--- src/rtl/key_pkg.sv ---
// Shared types and helpers for the multi-channel key debouncer.
package key_pkg;

  typedef enum logic [1:0] {
    IDLE         = 2'd0,
    PRESS_WAIT   = 2'd1,
    HELD         = 2'd2,
    RELEASE_WAIT = 2'd3
  } key_state_e;

  // Bits needed to hold values 0..max_val; never narrower than one bit.
  function automatic int cnt_w(input int max_val);
    return (max_val < 1) ? 1 : $clog2(max_val + 1);
  endfunction

endpackage

--- src/rtl/key_debounce_ch.sv ---
// One key channel: 2-flop synchroniser, press/release debounce FSM and
// saturating hold counter driving level, press, release and long-press pulses.
module key_debounce_ch
  import key_pkg::*;
#(
  parameter int DEBOUNCE_CYCLES = 10000,
  parameter int LONG_CYCLES     = 1000000,
  parameter int ACTIVE_LOW      = 1
) (
  input  logic clk,
  input  logic rst_n,
  input  logic key_in,
  output logic level,
  output logic press_pulse,
  output logic release_pulse,
  output logic long_pulse
);

  localparam int DW = cnt_w(DEBOUNCE_CYCLES - 1);
  localparam int HW = cnt_w(LONG_CYCLES);
  localparam logic IDLE_PIN = (ACTIVE_LOW != 0);
  localparam logic LONG_EN  = (LONG_CYCLES > 0);
  localparam logic [DW-1:0] DB_LAST   = DW'(DEBOUNCE_CYCLES - 1);
  localparam logic [HW-1:0] HOLD_MAX  = HW'(LONG_CYCLES);
  localparam logic [HW-1:0] HOLD_LAST = HW'((LONG_CYCLES > 0) ? LONG_CYCLES - 1 : 0);

  logic [1:0]    sync_q;
  logic          p;
  key_state_e    state;
  logic [DW-1:0] db_cnt;
  logic [HW-1:0] hold_cnt;
  logic          in_hold;
  logic          rel_now;

  // Synchroniser resets to the unpressed pin level so a held key is not
  // seen as pressed until it has been re-debounced.
  always_ff @(posedge clk or negedge rst_n) begin
    if (!rst_n) sync_q <= {2{IDLE_PIN}};
    else        sync_q <= {sync_q[0], key_in};
  end

  assign p       = sync_q[1] ^ IDLE_PIN;
  assign in_hold = (state == HELD) || (state == RELEASE_WAIT);
  assign rel_now = (state == RELEASE_WAIT) && !p && (db_cnt == DB_LAST);
  assign level   = in_hold;

  always_ff @(posedge clk or negedge rst_n) begin
    if (!rst_n) begin
      state         <= IDLE;
      db_cnt        <= '0;
      press_pulse   <= 1'b0;
      release_pulse <= 1'b0;
    end else begin
      press_pulse   <= 1'b0;
      release_pulse <= 1'b0;
      case (state)
        IDLE: if (p) begin
          state  <= PRESS_WAIT;
          db_cnt <= '0;
        end
        PRESS_WAIT:
          if (!p) state <= IDLE;
          else if (db_cnt == DB_LAST) begin
            state       <= HELD;
            press_pulse <= 1'b1;
          end else db_cnt <= db_cnt + DW'(1);
        HELD: if (!p) begin
          state  <= RELEASE_WAIT;
          db_cnt <= '0;
        end
        RELEASE_WAIT:
          if (p) state <= HELD;
          else if (rel_now) begin
            state         <= IDLE;
            release_pulse <= 1'b1;
          end else db_cnt <= db_cnt + DW'(1);
        default: state <= IDLE;
      endcase
    end
  end

  // Hold counter survives release bounces; it is only cleared on a new press.
  always_ff @(posedge clk or negedge rst_n) begin
    if (!rst_n) begin
      hold_cnt   <= '0;
      long_pulse <= 1'b0;
    end else begin
      long_pulse <= 1'b0;
      if (state == PRESS_WAIT && p && db_cnt == DB_LAST) begin
        hold_cnt <= '0;
      end else if (in_hold && hold_cnt != HOLD_MAX) begin
        hold_cnt <= hold_cnt + HW'(1);
        if (LONG_EN && hold_cnt == HOLD_LAST && !rel_now) long_pulse <= 1'b1;
      end
    end
  end

endmodule

--- src/rtl/key_debounce_multi.sv ---
// Multi-channel key debouncer: per-channel debounce instances plus a
// priority encoder reporting the lowest-numbered key pressed this cycle.
module key_debounce_multi
  import key_pkg::*;
#(
  parameter int N_KEYS          = 4,
  parameter int DEBOUNCE_CYCLES = 10000,
  parameter int LONG_CYCLES     = 1000000,
  parameter int ACTIVE_LOW      = 1
) (
  input  logic                                          clk,
  input  logic                                          rst_n,
  input  logic [N_KEYS-1:0]                             key_in,
  output logic [N_KEYS-1:0]                             key_level,
  output logic [N_KEYS-1:0]                             key_press,
  output logic [N_KEYS-1:0]                             key_release,
  output logic [N_KEYS-1:0]                             key_long,
  output logic                                          key_code_valid,
  output logic [((N_KEYS > 1) ? $clog2(N_KEYS) : 1)-1:0] key_code
);

  localparam int CW = (N_KEYS > 1) ? $clog2(N_KEYS) : 1;

  for (genvar i = 0; i < N_KEYS; i++) begin : g_ch
    key_debounce_ch #(
      .DEBOUNCE_CYCLES(DEBOUNCE_CYCLES),
      .LONG_CYCLES    (LONG_CYCLES),
      .ACTIVE_LOW     (ACTIVE_LOW)
    ) u_ch (
      .clk          (clk),
      .rst_n        (rst_n),
      .key_in       (key_in[i]),
      .level        (key_level[i]),
      .press_pulse  (key_press[i]),
      .release_pulse(key_release[i]),
      .long_pulse   (key_long[i])
    );
  end

  // Scan from the top so the lowest set index wins.
  always_comb begin
    key_code       = '0;
    key_code_valid = |key_press;
    for (int i = N_KEYS - 1; i >= 0; i--)
      if (key_press[i]) key_code = CW'(i);
  end

endmodule

--- config.mk ---
export PLATFORM = sky130hd
export DESIGN_NAME = key_debounce_multi
export DESIGN_NICKNAME = d
export VERILOG_FILES = /design/src/rtl/key_pkg.sv /design/src/rtl/key_debounce_ch.sv /design/src/rtl/key_debounce_multi.sv
export SDC_FILE = /design/constraint.sdc
export NUM_CORES = 1
export LEC_CHECK = 0
export CORE_MARGIN = 8
export CORE_UTILIZATION = 50
export CTS_CLUSTER_DIAMETER = 60
export DETAILED_ROUTE_END_ITERATION = 12
export HOLD_SLACK_MARGIN = 0.15
export PLACE_DENSITY = 0.73
export SYNTH_ARGS = -nofsm -noshare
export SYNTH_HDL_FRONTEND = slang
export SYNTH_SLANG_ARGS = --single-unit
--- constraint.sdc ---
create_clock -name clk -period 6.4 [get_ports clk]
set_clock_uncertainty 0.1 [all_clocks]
set_input_delay 1.28 -clock clk [delete_from_list [all_inputs] [get_ports clk]]
set_output_delay 1.28 -clock clk [all_outputs]
set_load 0.05 [all_outputs]
==> results.sh <==
export IMPL_fp_dieArea_sq_um=21040
export IMPL_path_clk_slew_ps=60
export IMPL_hpwl_um=10470
export IMPL_p_leak_nw=3.893
export IMPL_start_util=0.5076
export IMPL_synth_compound_area_frac=0.08984
export IMPL_grt_pass1_vias=6006
export IMPL_avgViaCountPerCell=5.548
export IMPL_r2r_slack_ps=3430
export IMPL_routed_wl_um=15890
export IMPL_holdCritPathClass="reg -> reg"
export IMPL_end_kind="output port"
export IMPL_synth_top_family_by_area="simple AND/OR/NAND/NOR gates"
export IMPL_synthCells=877
export IMPL_synth_mux_area_frac=0.01412
export IMPL_slowest_delay_ps=940
export IMPL_syn_mean_instance_area_sq_um=9.496
export IMPL_yosys_area_share_adder=0.01803
export IMPL_grt_max_degree=68
export IMPL_ys_seq_area_frac=0.4940
export IMPL_worstReg2RegStart="g_ch[3].u_ch.db_cnt[5]"
export IMPL_worstPathArrival_ps=2220
export IMPL_critPathLaunchType="flop"
export IMPL_ioPinCount=25
export IMPL_finalHoldViolCount=0
export IMPL_nFillCells=1414
export IMPL_ys_ff_latch=164
export IMPL_clock_root_buffer="clkbuf_16"
export IMPL_numCtsBuffers=17
export IMPL_critPathRequiredTime_ps=5020
export IMPL_post_cts_setup_buffers=0
export IMPL_cts_hold_buf=0
export IMPL_cts_resized=0
export IMPL_async_reset_ff_frac=1.000
export IMPL_via_count=6192
export IMPL_drv_slew=0
export IMPL_clock_latency_ps=420
export IMPL_power_mw=2.181
export IMPL_finish_net_count=902
export IMPL_synthXorXnorAreaFrac=0.07888
export IMPL_cts_tree="yes"
export IMPL_synth_edf_count=0
export IMPL_fp_dieH_um=145.1
export IMPL_yosysWarnings=0
export IMPL_rsz0062_at_grt="false"
export IMPL_setup_viol=0
export IMPL_die_w_um=145.1
export IMPL_ant_nets=0
export IMPL_drv_cap=0
export IMPL_synthesis_area_sq_um=8328
export IMPL_overflow=0
export IMPL_drt_iter0_markers=320
export IMPL_r2r_cells=5
export IMPL_place_gp_congestion=0.8349
export IMPL_syn_to_final_growth_pct=11.15
export IMPL_worst_pin_slew_ps=1116
export IMPL_holdWs_ps=255.7
export IMPL_grtUsageMet2=0.2493
export IMPL_rows=47
export IMPL_timing_max_slew_rel_slack=0.2534
export IMPL_hp_start="g_ch[3].u_ch.sync_q[0]"
export IMPL_tns_ps=0
export IMPL_clkSinkCount=164
export IMPL_met1_usage=0.2116
export IMPL_antenna_found_initial=0
export IMPL_clk_path_buf_depth=2
export IMPL_power_density_nw_per_um2=235.6
export IMPL_final_area_sq_um=9256
export IMPL_firstDrtPassIters=4
export IMPL_status="complete, no violations"
export IMPL_holdPathStages=0
export IMPL_grt_busiest_layer="met2"
export IMPL_post_route_period_util=0.5622
export IMPL_synth_cell_types=55
export IMPL_path_cells="clkdlybuf4s50_1"
export IMPL_syn_num_nets=895
export IMPL_io_buffers=24
export IMPL_seqCellArea_sq_um=4114
export IMPL_fin_crit_ps=3598
export IMPL_htreeDepth=4
export IMPL_drcViolationCount=0
export IMPL_dpl_cell_count=1085
export IMPL_synth_flop_cell="dfrtp_1"
export IMPL_diodes=0
export IMPL_core_sq_um=16410
export IMPL_dpl_cell_area_sq_um=8663
export IMPL_cp_max_fo=23
export IMPL_instances_no_fill=1116
export IMPL_crit_slowest_cell="clkdlybuf4s50_1"
export IMPL_worstSetupPathType="reg -> out"
export IMPL_vdd_drop_max_mv=0.2027
export IMPL_yosys_area_share_simple=0.2626
export IMPL_min_to="g_ch[3].u_ch.sync_q[1]"
export IMPL_grtUsageMet3=0.03794
export IMPL_routedWlPerCell_um=14.24
export IMPL_r2r_end="g_ch[3].u_ch.hold_cnt[1]"
export IMPL_drive_gt1_frac=0.07254
export IMPL_crit_family="buffers and inverters"
export IMPL_fmax_mhz=277.9
export IMPL_cp_num_buf_inv=1
export IMPL_grt_pass1_wl_um=28390
export IMPL_multiInputGateArea_sq_um=3860
export IMPL_grt_total_usage=0.1580
## metrics by stage
stage	worst slack, ps	utilization
finish	2802	0.5642
global route	2748	0.5642
CTS	2817	0.5642
detailed placement	3284	0.5280
global placement	3291	0.5280
floorplan	3533	-
## state kept, by name (all words and copies together), names as in the netlist, named ones only
register and cells:
g_ch.u_ch.hold_cnt 80, g_ch.u_ch.db_cnt 56, g_ch.u_ch.sync_q 8, g_ch.u_ch.long_pulse 4, g_ch.u_ch.press_pulse 4, g_ch.u_ch.release_pulse 4, g_ch.u_ch.state 4
## where the power goes
group          leakage (nW)  switching, mW  total [mW]  internal, mW
Combinational          1.36         0.0439      0.0688        0.0248
Clock                 0.288          0.398        1.03         0.633
Sequential             2.24         0.0235        1.08          1.06
## cells in the final DEF (no fill, tap or decap), types with 4 or more instances in the layout
master and count:
o211ai_1 5, o31ai_1 4, nor2b_1 4, nor3_1 27, and4_1 5, clkbuf_16 17
mux2i_1 5, or4b_2 5, o21ai_0 51, or3_1 23, or4_1 9, clkbuf_1 4
nand2_1 65, buf_4 7, nand3_1 54, a21oi_1 37, xor2_1 30, clkdlybuf4s50_1 23
xnor2_1 45, ha_1 12, dfrtp_1 156, dfstp_2 8, inv_1 32, and3_1 21
nor2_1 107, nor4_1 24, mux2_2 6, a31oi_1 7, nand4_1 37, and2_1 5
a22o_1 11
## worst register-to-register path: stages, from the launching register on
cell     delay, ps
dfrtp_1        400
or4_1          640
nor4_4         470
nor3b_2        890
nor2_1          70
mux2_2         290
## how the worst max path moves through the flow
stage,cells after the start,slack [ps],from,endpoint
floorplan,1,3530,g_ch[0].u_ch.press_pulse,key_code[1]
global placement,1,3290,flop,key_level[3]
detailed placement,1,3280,flop,key_level[3]
CTS,1,2820,flop,key_level[3]
global route,1,2750,flop,key_level[3]
finish,1,2800,flop,key_level[3]
## routing by layer
| layer | wire length (um) | part of all wire |
|---|---|---|
| met1 | 7799 | 0.49 |
| met2 | 7415 | 0.47 |
| met3 | 499 | 0.031 |
| met4 | 180 | 0.011 |
| met5 | 0 | 0 |
## cells by family after synthesis
kind of cell,after synthesis
compound gates,128
xor+xnor,75
fa+ha+maj,12
buf+inv,75
flops,164
mux,11
simple gates,412
## cell type report
class                           count  share of cell area
Clock buffer                       23             0.05055
Tap cell                          220             0.02974
Inverter                           32             0.01298
Sequential cell                   164              0.4444
Timing Repair Buffer               31             0.03177
Multi-Input combinational cell    638              0.4170
Clock inverter                      8             0.01352
## synthesized netlist by cell type, types with 12 or more instances
library cell  number  area (sq um)
xor2_1            30         262.8
nand3_1           54         270.3
ha_1              12         150.1
nor4_1            24         150.1
o21ai_0           51         255.2
a21oi_1           37         185.2
inv_1             32         120.1
buf_4             16         120.1
nor3_1            27         135.1
nand2_1           65         244.0
nand4_1           37         231.5
or3_1             23         143.9
clkbuf_1          20         75.07
and3_1            21         131.4
nor2_1           107         401.6
xnor2_1           45         394.1
dfrtp_1          156          3904
Power figures use the tool's default switching activity.
